--- src/rtl/fifo_out_skid.sv ---
// Two-entry show-ahead output buffer that captures RAM read returns in FIFO order.
// The parent's issue logic guarantees a load never arrives when both slots stay occupied.
module fifo_out_skid #(
  parameter int DATA_WIDTH = 32
) (
  input  logic                  clk_i,
  input  logic                  rst_i,
  input  logic                  load_i,
  input  logic [DATA_WIDTH-1:0] loadData_i,
  input  logic                  pop_i,
  output logic [DATA_WIDTH-1:0] data_o,
  output logic                  valid_o,
  output logic [1:0]            cnt_o
);

  logic [DATA_WIDTH-1:0] memQ [2];
  logic                  headQ, headD;
  logic [1:0]            cntQ, cntD;
  logic                  tailIdx;

  // With two slots the tail equals the head when empty or full, otherwise the other slot.
  assign tailIdx = headQ ^ cntQ[0];

  always_comb begin
    headD = headQ ^ pop_i;
    cntD  = cntQ + {1'b0, load_i} - {1'b0, pop_i};
  end

  always_ff @(posedge clk_i) begin
    if (rst_i) begin
      headQ <= 1'b0;
      cntQ  <= 2'd0;
    end else begin
      headQ <= headD;
      cntQ  <= cntD;
    end
  end

  always_ff @(posedge clk_i) begin
    if (load_i) memQ[tailIdx] <= loadData_i;
  end

  assign data_o  = memQ[headQ];
  assign valid_o = (cntQ != 2'd0);
  assign cnt_o   = cntQ;

endmodule

--- src/rtl/ram_fifo_ctrl.sv ---
// FIFO controller driving both ports of an external DualPortRAM: port A writes pushes,
// port B prefetches into a two-entry show-ahead buffer. Capacity is DEPTH+2 entries.
module ram_fifo_ctrl #(
  parameter int DATA_WIDTH = 32,
  parameter int ADDR_WIDTH = 5
) (
  input  logic                  iClk,
  input  logic                  iRst,
  input  logic [DATA_WIDTH-1:0] iData,
  input  logic                  iValid,
  output logic                  oReady,
  output logic [DATA_WIDTH-1:0] oData,
  output logic                  oValid,
  input  logic                  iReady,
  output logic [ADDR_WIDTH+1:0] oLevel,
  output logic                  oRamEnA,
  output logic                  oRamWeA,
  output logic [ADDR_WIDTH-1:0] oRamAddrA,
  output logic [DATA_WIDTH-1:0] oRamDataA,
  output logic                  oRamEnB,
  output logic                  oRamWeB,
  output logic [ADDR_WIDTH-1:0] oRamAddrB,
  input  logic [DATA_WIDTH-1:0] iRamDataB
);

  localparam int DEPTH = 2 ** ADDR_WIDTH;
  localparam logic [ADDR_WIDTH:0] RAM_FULL = (ADDR_WIDTH + 1)'(DEPTH);

  logic [ADDR_WIDTH-1:0] wrPtrQ, wrPtrD, rdPtrQ, rdPtrD;
  logic [ADDR_WIDTH:0]   ramCntQ, ramCntD;
  logic                  rdPendQ, rdPendD;
  logic [ADDR_WIDTH+1:0] levelQ, levelD;
  logic [1:0]            obCnt;
  logic [2:0]            bufUsed;
  logic                  push, pop, issue, load;

  // A read may issue only if its return still fits after this cycle's pop.
  always_comb begin
    push    = 1'b0;
    pop     = 1'b0;
    issue   = 1'b0;
    bufUsed = {1'b0, obCnt} + {2'b0, rdPendQ};
    if (!iRst) begin
      push  = iValid && oReady;
      pop   = oValid && iReady;
      issue = (ramCntQ != '0) && (bufUsed < (3'd2 + {2'b0, pop}));
    end
    wrPtrD  = push  ? wrPtrQ + ADDR_WIDTH'(1) : wrPtrQ;
    rdPtrD  = issue ? rdPtrQ + ADDR_WIDTH'(1) : rdPtrQ;
    ramCntD = ramCntQ + (ADDR_WIDTH + 1)'(push) - (ADDR_WIDTH + 1)'(issue);
    rdPendD = issue;
    levelD  = levelQ + (ADDR_WIDTH + 2)'(push) - (ADDR_WIDTH + 2)'(pop);
  end

  always_ff @(posedge iClk) begin
    if (iRst) begin
      wrPtrQ  <= '0;
      rdPtrQ  <= '0;
      ramCntQ <= '0;
      rdPendQ <= 1'b0;
      levelQ  <= '0;
    end else begin
      wrPtrQ  <= wrPtrD;
      rdPtrQ  <= rdPtrD;
      ramCntQ <= ramCntD;
      rdPendQ <= rdPendD;
      levelQ  <= levelD;
    end
  end

  assign load = rdPendQ && !iRst;

  fifo_out_skid #(
    .DATA_WIDTH(DATA_WIDTH)
  ) uSkid (
    .clk_i     (iClk),
    .rst_i     (iRst),
    .load_i    (load),
    .loadData_i(iRamDataB),
    .pop_i     (pop),
    .data_o    (oData),
    .valid_o   (oValid),
    .cnt_o     (obCnt)
  );

  assign oReady    = (ramCntQ < RAM_FULL);
  assign oLevel    = levelQ;
  assign oRamEnA   = push;
  assign oRamWeA   = push;
  assign oRamAddrA = wrPtrQ;
  assign oRamDataA = iData;
  assign oRamEnB   = issue;
  assign oRamWeB   = 1'b0;
  assign oRamAddrB = rdPtrQ;

endmodule
--- config.mk ---
export PLATFORM = sky130hd
export DESIGN_NAME = ram_fifo_ctrl
export DESIGN_NICKNAME = d
export VERILOG_FILES = /design/src/rtl/fifo_out_skid.sv /design/src/rtl/ram_fifo_ctrl.sv
export SDC_FILE = /design/constraint.sdc
export NUM_CORES = 1
export LEC_CHECK = 0
export ABC_AREA = 1
export BUFFER_PORTS_ARGS = -buffer_cell sky130_fd_sc_hd__buf_4
export CORE_MARGIN = 2
export CORE_UTILIZATION = 49
export DETAILED_ROUTE_END_ITERATION = 8
export GPL_TIMING_DRIVEN = 0
export PLACE_DENSITY = 0.79
export SLEW_MARGIN = 20
export SYNTH_ARGS = -nofsm -noshare
export SYNTH_HDL_FRONTEND = slang
export SYNTH_SLANG_ARGS = --single-unit
--- constraint.sdc ---
create_clock -name iClk -period 4.2 [get_ports iClk]
set_clock_uncertainty 0.05 [all_clocks]
set_input_delay 0.84 -clock iClk [delete_from_list [all_inputs] [get_ports iClk]]
set_output_delay 0.84 -clock iClk [all_outputs]
set_load 0.05 [all_outputs]
==> results of run 1 <==
[Yosys cell counts, drive strengths merged]
| library cell | n | area (sq um) |
|---|---|---|
| and2 | 1 | 6.26 |
| nand3 | 12 | 65.1 |
| o21ai | 8 | 43.8 |
| a31oi | 1 | 6.26 |
| nand4 | 5 | 31.3 |
| xnor2 | 2 | 17.5 |
| nor3 | 2 | 10.0 |
| buf | 42 | 300 |
| dfxtp | 27 | 541 |
| edfxtp | 64 | 1920 |
| conb | 1 | 3.75 |
| a21oi | 20 | 100 |
| nand3b | 1 | 20.0 |
| fa | 2 | 40.0 |
| clkbuf | 2 | 7.51 |
| ha | 21 | 263 |
| inv | 41 | 154 |
| xor2 | 3 | 26.3 |
| nand2 | 130 | 513 |
| nor2 | 29 | 138 |
[per-stage QoR]
stage                util  hold WS (ns)  instances  instance area [sq um]
floorplan               -         0.429        414                   4210
global placement    0.635         0.421        639                   5240
detailed placement  0.642         0.434        643                   5300
CTS                 0.666         0.452        659                   5500
global route        0.666         0.469        659                   5500
finish              0.666         0.444        659                   5500
[worst max-delay path: cells and delay by family (launching register included)]
kind	cells	cell delay (ns)
adders and majority gates	2	0.40
buffers and inverters	1	0.23
DFF	1	0.35
and+or+nand+nor	3	0.48
[path summary, 6_finish.rpt]
| kind | startpoint | slack (ns) | cells after the start | endpoint |
|---|---|---|---|---|
| setup / recovery | uSkid.cnt_o[0] | 1.48 | 6 | oRamEnB |
| hold / removal | oRamAddrA[3] | 0.44 | 1 | oRamAddrA[3] |
| setup reg to reg | uSkid.cnt_o[0] | 1.51 | 14 | ramCntQ[4] |
| hold reg to reg | oRamAddrA[3] | 0.44 | 1 | oRamAddrA[3] |
[area by class of cell]
| type | instances | area [sq um] | share of cell area |
|---|---|---|---|
| clock inverters | 6 | 72.6 | 0.0132 |
| plain buffers | 44 | 308 | 0.0560 |
| repair buffers | 124 | 955 | 0.174 |
| inverters | 41 | 154 | 0.0280 |
| clock buffers | 10 | 128 | 0.0232 |
| well taps | 105 | 131 | 0.0239 |
| flip-flops and latches | 91 | 2460 | 0.448 |
| multi-input cells | 238 | 1290 | 0.235 |
[power by group]
part           switching (W)  internal (W)
clock               0.000309      0.000282
combinational        0.00143      0.000652
sequential         0.0000836       0.00117
[state kept, by name, summed over array words and instances (netlist names)]
register / cells
uSkid.headQ: 1
ramCntQ: 6
uSkid.memQ: 64
rdPendQ: 1
oLevel: 7
oRamAddrA: 5
uSkid.cnt_o: 2
oRamAddrB: 5
[metal layers]
metal	global-route usage	vias to the layer above
li1	-	1583
met1	0.202	1447
met2	0.335	116
met3	0.0448	10
met4	0.0802	0
met5	0	-
[cells by family (layout without fill, tap and decap cells)]
logic type      Yosys count  in the layout  synth area share
simple gates            180            180             0.186
flops                    91             91             0.585
buf+inv                  85            225             0.110
other cells               1              1          0.000891
xor+xnor                  5              5            0.0104
fa+ha+maj                23             23            0.0720
compound gates           29             29            0.0357
==> results_dict.tcl, run 1 <==
set metrics [dict create \
    status "finished, final reports clean" \
    period_share 0.647 \
    tightestPinTransition_ns 0.601 \
    drt-met1-wl_microns 3390 \
    layout-drive-gt1-share 0.365 \
    ys_ff_latch 91 \
    grt_setup_unrepaired "no" \
    die_area_sq_um 9340 \
    wl_per_cell_microns 13.3 \
    clock.fmax_mhz 368 \
    tns_ns 0 \
    crit_path_start_kind "register" \
    cts_setup_buffers 0 \
    cts.clk_slew.worst_paths_ns 0.09 \
    dr_wl_met3_microns 591 \
    drt_iter0_drc 91 \
    wl_met2_microns 4600 \
    wirelength_microns 8740 \
    layout_commonest_cell "buf_4" \
    cap_viol_max_count 0 \
    worstPathMaxFanout 8 \
    numCtsBuffers 9 \
    slew_headroom 0.597 \
    io_pins 155 \
    cp-end-kind "primary output" \
    worst_ep_required_time_ns 3.31 \
    numClockSinks 91 \
    clock_path_buffers 2 \
    slew_viol_final 0 \
    crit_type "reg2out" \
    grt_overflow 0 \
    synthCells 414 \
    antenna_found_initial 0 \
    p_leak_nw 2.57 \
    post_drt_via_cell_ratio 4.79 \
    grt_max_degree 20 \
    grt_pass1_wl_microns 13900 \
    start_util 0.510 \
    hpwlAfterDp_microns 6680 \
    period_needed_ns 2.72 \
    firstDrtPassIters 4 \
    syn-cell-area_sq_um 4210 \
    arrival_ns 1.83 \
    total_power_w 0.00392 \
    cts.repair.resized 0 \
    slowest_stage "dfxtp_1" \
    crit_top_cell "ha_1" \
    area_growth_pct 30.7 \
    syn-num-nets 505 \
    yosys_warnings 0 \
    antenna_left 0 \
    hold_path.class "reg2reg" \
    hold_buffers 0 \
    setup-violations-final 0 \
    p_per_area_nw_per_um2 714 \
    diodes 0 \
    max_stage_delay_ns 0.35 \
    die_w_microns 96.7 \
    core-area_sq_um 8260 \
    htreeDepth 3 \
    yosysUniqueCellTypes 29 \
    cts_tree "done" \
    preCtsSetupSlack_ns 1.17 \
    num_vias 3156 \
    grt.total_usage 0.184 \
    clockRootBuffer "clkbuf_8" \
    die_h_microns 96.7 \
    ir_drop_uv 417 \
    final-hold-violation-count 0 \
    num_rows 33 \
    crit_chain "ha_1 > ha_1 > nor2_4 > nand2_4 > nor2_1 > buf_4" \
    nNetsFinal 640 \
    ys_seq_area_frac 0.585 \
    filler_cell_count 652 \
    grt_pass1_vias 3014 \
    layout_common_cells "buf_4 (158), nand2_1 (126), edfxtp_1 (64)" \
    routabilityCongestion 0.765 \
    dr.max_layer_used "met4" \
    avgSynthCellArea_sq_um 10.2 \
    drc 0 \
    clk_latency_ns 0.35 \
    port_buffers 120 \
    fin_ws_ns 1.48 \
]
(Power assumes the default switching activity.)
==> run 2: changes to the inputs <==
--- a/config.mk
+++ b/config.mk
@@ -8,10 +8,10 @@
 export ABC_AREA = 1
 export BUFFER_PORTS_ARGS = -buffer_cell sky130_fd_sc_hd__buf_4
 export CORE_MARGIN = 2
-export CORE_UTILIZATION = 49
+export CORE_UTILIZATION = 45
 export DETAILED_ROUTE_END_ITERATION = 8
 export GPL_TIMING_DRIVEN = 0
-export PLACE_DENSITY = 0.79
+export PLACE_DENSITY = 0.77
 export SLEW_MARGIN = 20
 export SYNTH_ARGS = -nofsm -noshare
 export SYNTH_HDL_FRONTEND = slang
==> constraint.sdc (replaced) <==
create_clock -name iClk -period 2.4 [get_ports iClk]
set_clock_uncertainty 0.05 [all_clocks]
set_input_delay 0.48 -clock iClk [delete_from_list [all_inputs] [get_ports iClk]]
set_output_delay 0.48 -clock iClk [all_outputs]
set_load 0.05 [all_outputs]
==> run 2 against run 1 <==
  * Sequential cell count did not move
  * Sequential share of layout area fell by 1.2 points
  * Critical path depth rose by 8
  * Via count fell by 0.51%
  * Count of clock-buffer cells in the layout fell by 1
  * Worst hold slack got worse by 0.19 ns
  * Design area rose by 3.1%
  * Global-route usage fell by 1.1 points
  * First-iteration DRC count fell by 14%
  * Register-to-register slack got worse by 1.4 ns
  * Worst setup slack got worse by 1.4 ns
  * Non-clock buffer count rose by 7
==> results_dict.tcl, run 2 (same netlist as run 1, synthesis figures left out) <==
set metrics [dict create \
    firstDrtPassIters 4 \
    worstPathMaxFanout 3 \
    max_stage_delay_ns 0.34 \
    fin_ws_ns 0.0985 \
    clockRootBuffer "clkbuf_8" \
    worst_ep_required_time_ns 2.63 \
    routabilityCongestion 0.801 \
    dpl-instance-area_sq_um 5370 \
    drt_iter0_drc 78 \
    num_vias 3140 \
    grt.total_usage 0.173 \
    crit_type "reg2reg" \
    cts_tree "done" \
    p_leak_nw 2.61 \
    final_core_util 0.620 \
    cp_top_family "adder cells" \
    status "finished, final reports clean" \
    arrival_ns 2.53 \
    grt_setup_unrepaired "yes" \
    drc 0 \
    start_util 0.460 \
    clock.fmax_mhz 435 \
    r2r-start "uSkid.cnt_o[0]" \
    hold_buffers 0 \
    rrSetupSlack_ns 0.1 \
    core-area_sq_um 9150 \
    crit_chain "ha_4 > ha_4 > nand2_4 > nand2_4 > nor2_4 > ha_4 > inv_2 > ha_4 > fa_2 > nand2_1 > nand2_1 > a21oi_2 > o21ai_1 > a21oi_1" \
    layout-drive-gt1-share 0.412 \
    htreeDepth 3 \
    p_per_area_nw_per_um2 1260 \
    slew_viol_final 0 \
    regMostFlops "uSkid.memQ" \
    cap_viol_max_count 0 \
    layout_commonest_cell "buf_4" \
    antenna_found_initial 0 \
    period_share 0.959 \
    crit_start "uSkid.cnt_o[0]" \
    crit_top_cell "ha_4" \
    final-hold-violation-count 0 \
    tns_ns 0 \
    hold_path.class "in2reg" \
    io_pins 155 \
    final_area_sq_um 5670 \
    die_w_microns 101 \
    port_buffers 120 \
    post_drt_via_cell_ratio 4.67 \
    cp_num_buf_inv 1 \
    numCtsBuffers 9 \
    antenna_left 0 \
    clock_path_buffers 2 \
    diodes 0 \
    die_h_microns 101 \
    cp-end-kind "register" \
    dr.max_layer_used "met4" \
    numClockSinks 91 \
    die_area_sq_um 10100 \
    nNetsFinal 647 \
    grt_overflow 0 \
    ir_drop_uv 763 \
    num_rows 35 \
    wl_met2_microns 4590 \
    period_needed_ns 2.30 \
    slowest_stage "dfxtp_2" \
    grt_pass1_wl_microns 13500 \
    grt_max_degree 23 \
    wl_per_cell_microns 13.2 \
    min-delay-start "iRamDataB[2]" \
    layout_common_cells "buf_4 (164), nand2_1 (124), edfxtp_1 (64)" \
    largest_reg_flops 64 \
    cts.clk_slew.worst_paths_ns 0.10 \
    area_growth_pct 34.8 \
    wirelength_microns 8900 \
    drt-met1-wl_microns 3510 \
    grt_pass1_vias 3050 \
    setup-violations-final 0 \
    crit_path_start_kind "register" \
    preCtsSetupSlack_ns -0.188 \
    hpwlAfterDp_microns 6630 \
    clk_latency_ns 0.34 \
    dr_wl_met3_microns 598 \
]
## run 2: per-layer routing
| layer | vias to the layer above | GRT usage |
|---|---|---|
| met3 | 12 | 0.0326 |
| met2 | 115 | 0.319 |
| met5 | - | 0 |
| li1 | 1589 | - |
| met1 | 1424 | 0.192 |
| met4 | 0 | 0.0780 |
## run 2: final cells by class
cell class,instances,area [sq um]
Multi-Input combinational cell,238,1400
Clock inverter,7,57.6
Sequential cell,91,2470
Tap cell,111,139
Timing Repair Buffer,131,1020
Buffer,44,308
Inverter,41,159
Clock buffer,9,124
Fill cell,769,3480
## run 2: path summary, 6_finish.rpt
path	end	cells after the start
setup / recovery	ramCntQ[4]	14
hold / removal	uSkid.memQ[0][2]	1
hold reg to reg	oRamAddrA[3]	1
setup reg to reg	ramCntQ[4]	14
## run 2: where the power goes
group / switching (W) / total (W) / leakage [nW] / internal (W)
clock: 0.000569 / 0.000965 / 0.0906 / 0.000395
sequential: 0.000148 / 0.00221 / 0.808 / 0.00206
combinational: 0.00262 / 0.00395 / 1.71 / 0.00133
total: 0.00333 / 0.00712 / 2.61 / 0.00379
## run 2: worst reg2reg max path: stages (launching register included)
cell	delay (ns)
dfxtp_2	0.34
ha_4	0.16
ha_4	0.26
nand2_4	0.06
nand2_4	0.07
nor2_4	0.05
ha_4	0.26
inv_2	0.04
ha_4	0.16
fa_2	0.34
nand2_1	0.07
nand2_1	0.06
a21oi_2	0.15
o21ai_1	0.08
a21oi_1	0.12
## run 2: through the flow
step                total power [W]  hold slack, ns  instances
global route                0.00760           0.230        672
CTS                         0.00709           0.237        669
detailed placement          0.00599           0.428        648
finish                      0.00712           0.258        672
global placement            0.00583           0.414        645
floorplan                   0.00496           0.462        414
## run 2: repair_timing
action / in CTS / in global routing
resized for setup: 5 / 10
endpoints found under the setup margin: 1 / 3
setup buffers: 5 / 3
hold endpoints to repair: 0 / 0
pin swaps: 6 / 11
==> run 3: changes to the inputs <==
--- a/config.mk
+++ b/config.mk
@@ -5,7 +5,6 @@
 export SDC_FILE = /design/constraint.sdc
 export NUM_CORES = 1
 export LEC_CHECK = 0
-export ABC_AREA = 1
 export BUFFER_PORTS_ARGS = -buffer_cell sky130_fd_sc_hd__buf_4
 export CORE_MARGIN = 2
 export CORE_UTILIZATION = 45
==> run 3 against run 2 <==
  * Count of clock-buffer cells in the layout increased by 1
  * Utilization increased by 1.2 points
  * Area after synthesis increased by 0.15%
  * The run now ends with setup timing left
  * Clock power increased by 1%
  * Synthesized cell count decreased by 23%
  * Sequential power increased by 2%
  * Routed wire length decreased by 1.7%
  * Total power increased by 4.3%
  * Critical endpoint unchanged
  * Sequential share of layout area decreased by 0.79 points
  * Die area increased by 0.14%
  * Final cell count decreased by 14%
==> results_dict.tcl, run 3 <==
set metrics [dict create \
    synth_most_common_cell "edfxtp_1" \
    syn-cell-area_sq_um 4210 \
    clock.fmax_mhz 398 \
    firstDrtPassIters 4 \
    die_area_sq_um 10200 \
    cp-end-kind "register" \
    slew_viol_final 0 \
    worstRegToRegCells 13 \
    core-area_sq_um 9150 \
    grt_overflow 0 \
    numCtsBuffers 9 \
    cts.clk_slew.worst_paths_ns 0.10 \
    hold_buffers 0 \
    hpwlAfterDp_microns 6440 \
    diodes 0 \
    filler_cell_count 718 \
    die_w_microns 101 \
    clock_path_buffers 2 \
    seqCellArea_sq_um 2470 \
    place_inst 550 \
    crit_top_cell "ha_4" \
    drt_iter0_drc 59 \
    grt_pass1_wl_microns 13100 \
    hold_path.class "in2reg" \
    wirelength_microns 8750 \
    ys_top_cells_by_area "edfxtp_1 (46%), dfxtp_1 (13%), mux2_2 (8.6%)" \
    p_leak_nw 2.40 \
    layout_common_cells "buf_4 (161), edfxtp_1 (64), mux2_2 (32)" \
    violations "setup timing" \
    tightestPinTransition_ns 0.573 \
    post_drt_via_cell_ratio 4.96 \
    synth_enable_flop_cells 64 \
    ir_drop_uv 953 \
    regMostFlops "uSkid.memQ" \
    die_h_microns 101 \
    area_growth_pct 37.3 \
    start_util 0.460 \
    grt_setup_unrepaired "yes" \
    wl_per_cell_microns 15.2 \
    avgSynthCellArea_sq_um 13.3 \
    period_needed_ns 2.51 \
    fin_ws_ns -0.110 \
    final_area_sq_um 5790 \
    netlist_top_cells_count "edfxtp_1 (64), buf_4 (35), mux2_2 (32)" \
    yosys_warnings 0 \
    synthCells 317 \
    crit_path_start_kind "register" \
    p_per_area_nw_per_um2 1280 \
    syn-num-nets 408 \
    clk_latency_ns 0.34 \
    yosys.area.top_type "edfxtp_1" \
    num_rows 35 \
    crit_type "reg2reg" \
    period_share 1.05 \
    synthFlopType "edfxtp_1" \
    cap_viol_max_count 0 \
    slowest_stage "dfxtp_4" \
    final-hold-violation-count 0 \
    final_core_util 0.632 \
    largest_reg_flops 64 \
    slew_headroom 0.618 \
    crit_chain "ha_4 > ha_4 > o21a_4 > nor3b_4 > and2_4 > ha_4 > inv_2 > ha_4 > fa_2 > a21oi_2 > o21bai_1 > xnor2_1 > nor2_1" \
    routabilityCongestion 0.787 \
    worst_ep_required_time_ns 2.60 \
    nNetsFinal 550 \
    io_pins 155 \
    stdcell_count 575 \
    port_buffers 120 \
    clockRootBuffer "clkbuf_8" \
    arrival_ns 2.71 \
    htreeDepth 3 \
    grt.total_usage 0.167 \
    worstPathMaxFanout 2 \
    cts_tree "done" \
    numClockSinks 91 \
    grt_pass1_vias 2837 \
    layout_commonest_cell "buf_4" \
    yosysUniqueCellTypes 46 \
    dpl-instance-area_sq_um 5410 \
    ys_seq_area_frac 0.584 \
    whs_path_depth 1 \
    setup-violations-final 3 \
    multi_input_area_sq_um 1550 \
    layout-drive-gt1-share 0.563 \
    status "finished with violations" \
    synth_top_area_frac 0.456 \
    grt_max_degree 27 \
    antenna_found_initial 0 \
    num_vias 2854 \
    drc 0 \
    max_stage_delay_ns 0.36 \
    ys_ff_latch 91 \
    antenna_left 0 \
    async_flop_share 0 \
]
[run 3: cells by family (layout without fill, tap and decap cells)]
| logic type | count (synthesis) | count (layout) | share of synthesized area |
|---|---|---|---|
| flip-flops | 91 | 91 | 0.584 |
| AO/OA/AOI/OAI | 26 | 26 | 0.0434 |
| multiplexers | 36 | 36 | 0.0956 |
| XOR/XNOR | 12 | 12 | 0.0249 |
| AND/OR/NAND/NOR | 63 | 63 | 0.0888 |
| other | 1 | 1 | 0.000890 |
| adder cells (fa/ha/maj) | 23 | 23 | 0.0719 |
| buffers and inverters | 65 | 212 | 0.0903 |
[run 3: layout make-up]
class	count	share of cell area
tap	111	0.0240
multi-input combinational	161	0.268
inverter	21	0.0143
timing repair buffer	132	0.178
clock inverter	6	0.00995
sequential	91	0.427
clock buffer	10	0.0221
buffer	43	0.0562
[run 3: final timing paths]
check | startpoint | end | slack (ns)
setup reg to reg | uSkid.cnt_o[0] | ramCntQ[4] | -0.11
hold reg to reg | oRamAddrB[4] | oRamAddrB[4] | 0.46
hold / removal | iRamDataB[24] | uSkid.memQ[1][24] | 0.26
setup / recovery | uSkid.cnt_o[0] | ramCntQ[4] | -0.11
[run 3: repair_timing]
| item | 4_1_cts | 5_1_grt |
|---|---|---|
| endpoints found under the setup margin | 38 | 29 |
| gates resized for setup | 11 | 16 |
| pin swaps | 9 | 12 |
| setup buffers | 5 | 5 |
[run 3: power breakdown]
group | total, W | leakage, nW | internal (W) | switching, W
clock | 0.000979 | 0.0953 | 0.000403 | 0.000575
combinational | 0.00419 | 1.50 | 0.00170 | 0.00249
sequential | 0.00226 | 0.809 | 0.00208 | 0.000184
[run 3: per-layer routing]
metal,share of wire,vias up,track usage
met4,0.011,0,0.0516
met3,0.058,11,0.0305
met1,0.40,1366,0.196
met2,0.54,107,0.308
li1,-,1370,-
met5,0,-,0
[run 3: worst max-delay path, delay by kind of cell (launching register included)]
family | cells | cell delay (ns)
buffers and inverters | 1 | 0.04
AO/OA/AOI/OAI | 3 | 0.37
XOR/XNOR | 1 | 0.16
AND/OR/NAND/NOR | 3 | 0.42
adder cells (fa/ha/maj) | 5 | 1.01
flip-flops | 1 | 0.36
[run 3: metrics by stage]
stage | power [W] | TNS, ns | worst slack (ns) | hold slack (ns)
2_1_floorplan | 0.00511 | -1.18 | -0.340 | 0.529
3_3_place_gp | 0.00594 | -24.09 | -0.429 | 0.422
3_5_place_dp | 0.00611 | -2.29 | -0.407 | 0.451
4_1_cts | 0.00726 | -0.149 | -0.107 | 0.240
5_1_grt | 0.00784 | -0.713 | -0.231 | 0.236
6_report | 0.00743 | -0.291 | -0.110 | 0.261
